**src/rtl/vmul_issue_ctrl.sv**
```systemverilog
// Multiply-path issue sequencer: streams operand beats into the multiplier under downstream credit control.
// Optional VMUL_ISSUE_PERF_EN adds busy/stall performance counters as extra outputs.
module vmul_issue_ctrl #(
  parameter int DATA_WIDTH  = 64,
  parameter int OPSEL_WIDTH = 2,
  parameter int SEW_WIDTH   = 2,
  parameter int BEAT_WIDTH  = 8,
  parameter int LATENCY     = 4,
  parameter int CREDITS     = 4
) (
  input  logic                   clk_i,
  input  logic                   rst_ni,
  input  logic                   req_valid_i,
  output logic                   req_ready_o,
  input  logic [BEAT_WIDTH-1:0]  req_beats_i,
  input  logic [SEW_WIDTH-1:0]   req_sew_i,
  input  logic [OPSEL_WIDTH-1:0] req_opsel_i,
  input  logic                   opnd_valid_i,
  output logic                   opnd_ready_o,
  input  logic [DATA_WIDTH-1:0]  opnd_vec0_i,
  input  logic [DATA_WIDTH-1:0]  opnd_vec1_i,
  output logic                   dp_valid_o,
  output logic [DATA_WIDTH-1:0]  dp_vec0_o,
  output logic [DATA_WIDTH-1:0]  dp_vec1_o,
  output logic [SEW_WIDTH-1:0]   dp_sew_o,
  output logic [OPSEL_WIDTH-1:0] dp_opsel_o,
  output logic                   tag_valid_o,
  output logic                   tag_last_o,
  input  logic                   credit_ret_i,
  output logic                   busy_o
`ifdef VMUL_ISSUE_PERF_EN
  ,
  output logic [31:0]            perf_busy_cycles_o,
  output logic [31:0]            perf_stall_cycles_o
`endif
);

  localparam int CW = $clog2(CREDITS + 1);

  typedef enum logic [1:0] {
    IDLE  = 2'd0,
    ISSUE = 2'd1,
    DRAIN = 2'd2
  } state_e;

  state_e                 state_q;
  logic                   busy_q;
  logic [BEAT_WIDTH-1:0]  beat_q;
  logic [SEW_WIDTH-1:0]   sew_q;
  logic [OPSEL_WIDTH-1:0] opsel_q;
  logic [CW-1:0]          credit_q;
  logic [CW-1:0]          credit_d;

  logic                   dp_valid_q;
  logic                   dp_last_q;
  logic [DATA_WIDTH-1:0]  dp_vec0_q;
  logic [DATA_WIDTH-1:0]  dp_vec1_q;
  logic [SEW_WIDTH-1:0]   dp_sew_q;
  logic [OPSEL_WIDTH-1:0] dp_opsel_q;
  logic [LATENCY-1:0]     tag_v_q;
  logic [LATENCY-1:0]     tag_l_q;
  logic [LATENCY:0]       v_chain;
  logic [LATENCY:0]       l_chain;

  logic issue;
  logic last_beat;
  logic pipe_empty;

  assign opnd_ready_o = (state_q == ISSUE) && (credit_q != '0);
  assign issue        = opnd_valid_i && opnd_ready_o;
  assign last_beat    = (beat_q == BEAT_WIDTH'(1));
  assign pipe_empty   = !dp_valid_q && !(|tag_v_q);
  // Ready is forced low while reset is held even though the state already reads IDLE.
  assign req_ready_o  = rst_ni && (state_q == IDLE);
  assign busy_o       = busy_q;

  assign dp_valid_o   = dp_valid_q;
  assign dp_vec0_o    = dp_vec0_q;
  assign dp_vec1_o    = dp_vec1_q;
  assign dp_sew_o     = dp_sew_q;
  assign dp_opsel_o   = dp_opsel_q;
  assign tag_valid_o  = tag_v_q[LATENCY-1];
  assign tag_last_o   = tag_l_q[LATENCY-1];

  assign v_chain = {tag_v_q, dp_valid_q};
  assign l_chain = {tag_l_q, dp_last_q};

  always_comb begin
    credit_d = credit_q;
    if (issue && !credit_ret_i) begin
      credit_d = credit_q - CW'(1);
    end else if (credit_ret_i && !issue && (credit_q != CW'(CREDITS))) begin
      credit_d = credit_q + CW'(1);
    end
  end

  always_ff @(posedge clk_i or negedge rst_ni) begin
    if (!rst_ni) begin
      state_q <= IDLE;
      busy_q  <= 1'b0;
      beat_q  <= '0;
      sew_q   <= '0;
      opsel_q <= '0;
    end else begin
      case (state_q)
        IDLE: begin
          if (req_valid_i) begin
            beat_q  <= (req_beats_i == '0) ? BEAT_WIDTH'(1) : req_beats_i;
            sew_q   <= req_sew_i;
            opsel_q <= req_opsel_i;
            state_q <= ISSUE;
            busy_q  <= 1'b1;
          end
        end
        ISSUE: begin
          if (issue) begin
            beat_q <= beat_q - BEAT_WIDTH'(1);
            if (last_beat) begin
              state_q <= DRAIN;
            end
          end
        end
        DRAIN: begin
          if (pipe_empty) begin
            state_q <= IDLE;
            busy_q  <= 1'b0;
          end
        end
        default: begin
          state_q <= IDLE;
          busy_q  <= 1'b0;
        end
      endcase
    end
  end

  // Idle cycles push empty tags, so the pipe head lines up with the multiplier output.
  always_ff @(posedge clk_i or negedge rst_ni) begin
    if (!rst_ni) begin
      dp_valid_q <= 1'b0;
      dp_last_q  <= 1'b0;
      dp_vec0_q  <= '0;
      dp_vec1_q  <= '0;
      dp_sew_q   <= '0;
      dp_opsel_q <= '0;
      tag_v_q    <= '0;
      tag_l_q    <= '0;
      credit_q   <= CW'(CREDITS);
    end else begin
      dp_valid_q <= issue;
      dp_last_q  <= issue && last_beat;
      if (issue) begin
        dp_vec0_q  <= opnd_vec0_i;
        dp_vec1_q  <= opnd_vec1_i;
        dp_sew_q   <= sew_q;
        dp_opsel_q <= opsel_q;
      end
      tag_v_q  <= v_chain[LATENCY-1:0];
      tag_l_q  <= l_chain[LATENCY-1:0];
      credit_q <= credit_d;
    end
  end

`ifdef VMUL_ISSUE_PERF_EN
  logic [31:0] perf_busy_q;
  logic [31:0] perf_stall_q;

  assign perf_busy_cycles_o  = perf_busy_q;
  assign perf_stall_cycles_o = perf_stall_q;

  always_ff @(posedge clk_i or negedge rst_ni) begin
    if (!rst_ni) begin
      perf_busy_q  <= '0;
      perf_stall_q <= '0;
    end else begin
      if (busy_q) begin
        perf_busy_q <= perf_busy_q + 32'd1;
      end
      if ((state_q == ISSUE) && opnd_valid_i && (credit_q == '0)) begin
        perf_stall_q <= perf_stall_q + 32'd1;
      end
    end
  end
`endif

endmodule

```
**config.mk**
```make
export PLATFORM = sky130hd
export DESIGN_NAME = vmul_issue_ctrl
export DESIGN_NICKNAME = d
export VERILOG_FILES = /design/src/rtl/vmul_issue_ctrl.sv
export SDC_FILE = /design/constraint.sdc
export NUM_CORES = 1
export LEC_CHECK = 0
export ABC_AREA = 1
export CORE_MARGIN = 2
export CORE_UTILIZATION = 42
export DETAILED_ROUTE_END_ITERATION = 16
export GPL_ROUTABILITY_DRIVEN = 1
export PLACE_DENSITY = 0.89
export SYNTH_ARGS = -nofsm -noshare
export SYNTH_HDL_FRONTEND = slang
export SYNTH_SLANG_ARGS = --single-unit
```
**constraint.sdc**
```tcl
create_clock -name clk_i -period 2.1 [get_ports clk_i]
set_input_delay 0.21 -clock clk_i [delete_from_list [all_inputs] [get_ports clk_i]]
set_output_delay 0.21 -clock clk_i [all_outputs]
set_load 0.02 [all_outputs]
```
==> metrics <==
EDFF count, synth 0; ant diodes 0; Starting Density 43.37%; Yosys cell types 21; slowest cell on the critical path clkdlybuf4s50_1; Final Power 16.58 mW; vias in the first global route 5745; Syn Std Cell Area 6351 um2; min cycle time layout 1.904 ns; CTS tree yes; Worst VDD drop 0.7734 mV; worst reg-to-reg path cell count 8; Comb power frac 47.3%; Initial DRC Count 356; worst r2r dst credit_q[2]; Ports 283; crit-path max FO 5; layout cell share with drive strength beyond 1 4.701%; Hold Vio Cnt, Final 0; clk_skew 0.01075 ns; reg-to-reg slack, setup 0.30 ns; Final WS setup 0.1961 ns; Psw 6.508 mW; total CTS buffers 17; WP data arrival 1.69 ns; Mean Syn Cell Area 8.724 um2; worst hold-check path type primary input to register; wire length per cell 15.12 um; CTS max path bufs 2; cell accounting for the most synthesized area dfrtp_1; Synth Register Bits 160; Yosys top cell area share 62.65%; post-synthesis mux area share 0.3546%; CP startpoint kind register; clock power share 20.2%; commonest non-fill, non-tap cell in the layout nand2_1; RSZ-0062 raised after global routing false; synthesized instance count 728; final setup TNS 0 ns; Synth Area in Adders 0.7092%; P_int 10.07 mW; max-cap check violation count 0; fin cells 1205; Clock Pin Slew Worst Setup and Hold Paths 0.07 ns; Final Core Density 68.29%; clock root buffer clkbuf_16; Synthesized Nets 876; area of the multi-input gates 2051 um2; CTS H-Tree Depth 4; most frequent cells in the layout nand2_1 (446), clkdlybuf4s50_1 (280), dfrtp_1 (159), inv_1 (22), nor2_1 (21); warnings from Yosys 0; Post-synth ARST share 100.0%; post-synthesis simple-gate area fraction 29.69%; DRC viols 0; worst skew pair latency 0.41 ns; fillcell total 1075; switching share of power 39.25%; Hold Startpoint opnd_vec0_i[26]; row cnt 44; crit-path max cell delay 0.63 ns; WL final 18230 um; ranking of synthesized cells by area dfrtp_1 (63%), nand2_1 (26%), buf_6 (1.6%); Worst Hold Endpoint dp_vec0_o[26]; achievable frequency 525.2 MHz; first-pass GRT wire length 28770 um; core area 14640 um2; die width 127.0 um; # port buffers 282; nets 1156; GRT Util Overall 22.64%; final setup vio count 0; DR vias/cell 4.777; Fin Hold WS 0.3267 ns; Antenna Violating Nets Remaining 0; Pre-antenna DRT Iters 7; Area after DPL 9345 um2; Leak Pwr 4.988 nW; FF+latch area 4005 um2; crit path kind register to output pin; Place WS 0.2332 ns; top_reg_cell synth dfrtp_1; fin. max-slew vios 0; Design Area, Final 10000 um2; Via Count 5756; antenna violations before repair 0; outcome complete, no violations; Crit. End Element output pin; Worst Tran Pin Value 0.8260 ns; Remaining Overflow, GRT 0; main combinational cell family by area after synthesis simple AND/OR/NAND/NOR gates; post-synthesis compound-gate area fraction 1.418%; dpl cells 1172; post-synthesis xor/xnor area fraction 0%; largest net degree at the start of global routing 161; pwr/cell area 1658 nW/um2; die area 16120 um2; hold path cells 3; Syn-to-layout area delta 57.47%; Slew Limit Headroom 44.93%; GP Congestion 0.8107; CTS sink count 160; Die Y 127.0 um; fin crit share 90.66%; worst endpoint required time 1.89 ns; Seq/Total Area, Yosys 63.06%; Flop pwr share 32.6%; cell-by-cell trace of the critical path nor3b_1, clkdlybuf4s50_1; Detailed Place HPWL 12730 um; reg2reg start credit_q[2]
## cell families after synthesis
family	count (synthesis)
adders and majority gates	3
buffers and inverters	55
DFF	160
and+or+nand+nor	490
muxes	2
AOI/OAI and AO/OA	18
## synthesized netlist by cell type (2+ instances only)
| cell | number |
|---|---|
| a21oi_1 | 7 |
| buf_2 | 20 |
| buf_6 | 9 |
| dfrtp_1 | 159 |
| ha_1 | 2 |
| inv_1 | 22 |
| inv_2 | 2 |
| mux2_2 | 2 |
| nand2_1 | 446 |
| nand3_1 | 15 |
| nand4_1 | 3 |
| nor2_1 | 21 |
| nor3_1 | 2 |
| o21ai_0 | 11 |
## metal layers
layer	vias to the layer above	track usage, %	part of all wire [%]
met3	47	6.868	8.0
met4	0	9.955	3.5
met2	256	38.77	49
met1	2688	26.44	39
li1	2765	-	-
met5	-	0	0
## worst max path at each step
stage	from	to
after floorplan	credit_q[2]	credit_q[2]
after global placement	opnd_valid_i	credit_q[2]
after detailed placement	opnd_valid_i	credit_q[2]
after CTS	state_q[1]	req_ready_o
after global routing	state_q[1]	req_ready_o
final	state_q[1]	req_ready_o
## what timing repair did
item / CTS / global route
setup buffers: 0 / 0
endpoints found under the setup margin: 1 / 0
gates resized for setup: 1 / 0
hold endpoints to repair: 52 / 0
hold buffers: 1 / 0
## area by class of cell
class	instances	area share, %
timing repair buffer	292	29.75
inverter	24	0.9258
tap	184	2.302
clock inverter	11	1.764
clock buffer	21	4.704
multi-input combinational	513	20.51
sequential	160	40.05
## worst max-delay path, delay by kind of cell, from the launching register on
kind,cells,cell delay (ns)
flops,1,0.45
buf+inv,1,0.63
simple gates,1,0.20
## power by group through the flow
stage                     registers, mW  logic [mW]  clock network [mW]
after global placement             5.33        7.62                   0
after CTS                          5.39        7.92                3.40
after global routing               5.56        8.49                3.55
after floorplan                    6.88        2.61                   0
after detailed placement           5.40        7.87                   0
final                              5.40        7.84                3.34
## state kept, by name, indices dropped and copies added, names as in the netlist
name,count
dp_vec0_o,64
dp_vec1_o,64
beat_q,8
tag_l_q,4
tag_v_q,4
credit_q,3
dp_opsel_o,2
dp_sew_o,2
opsel_q,2
sew_q,2
state_q,2
busy_o,1
dp_last_q,1
dp_valid_o,1
No activity file was read; power rests on OpenSTA's default activity.
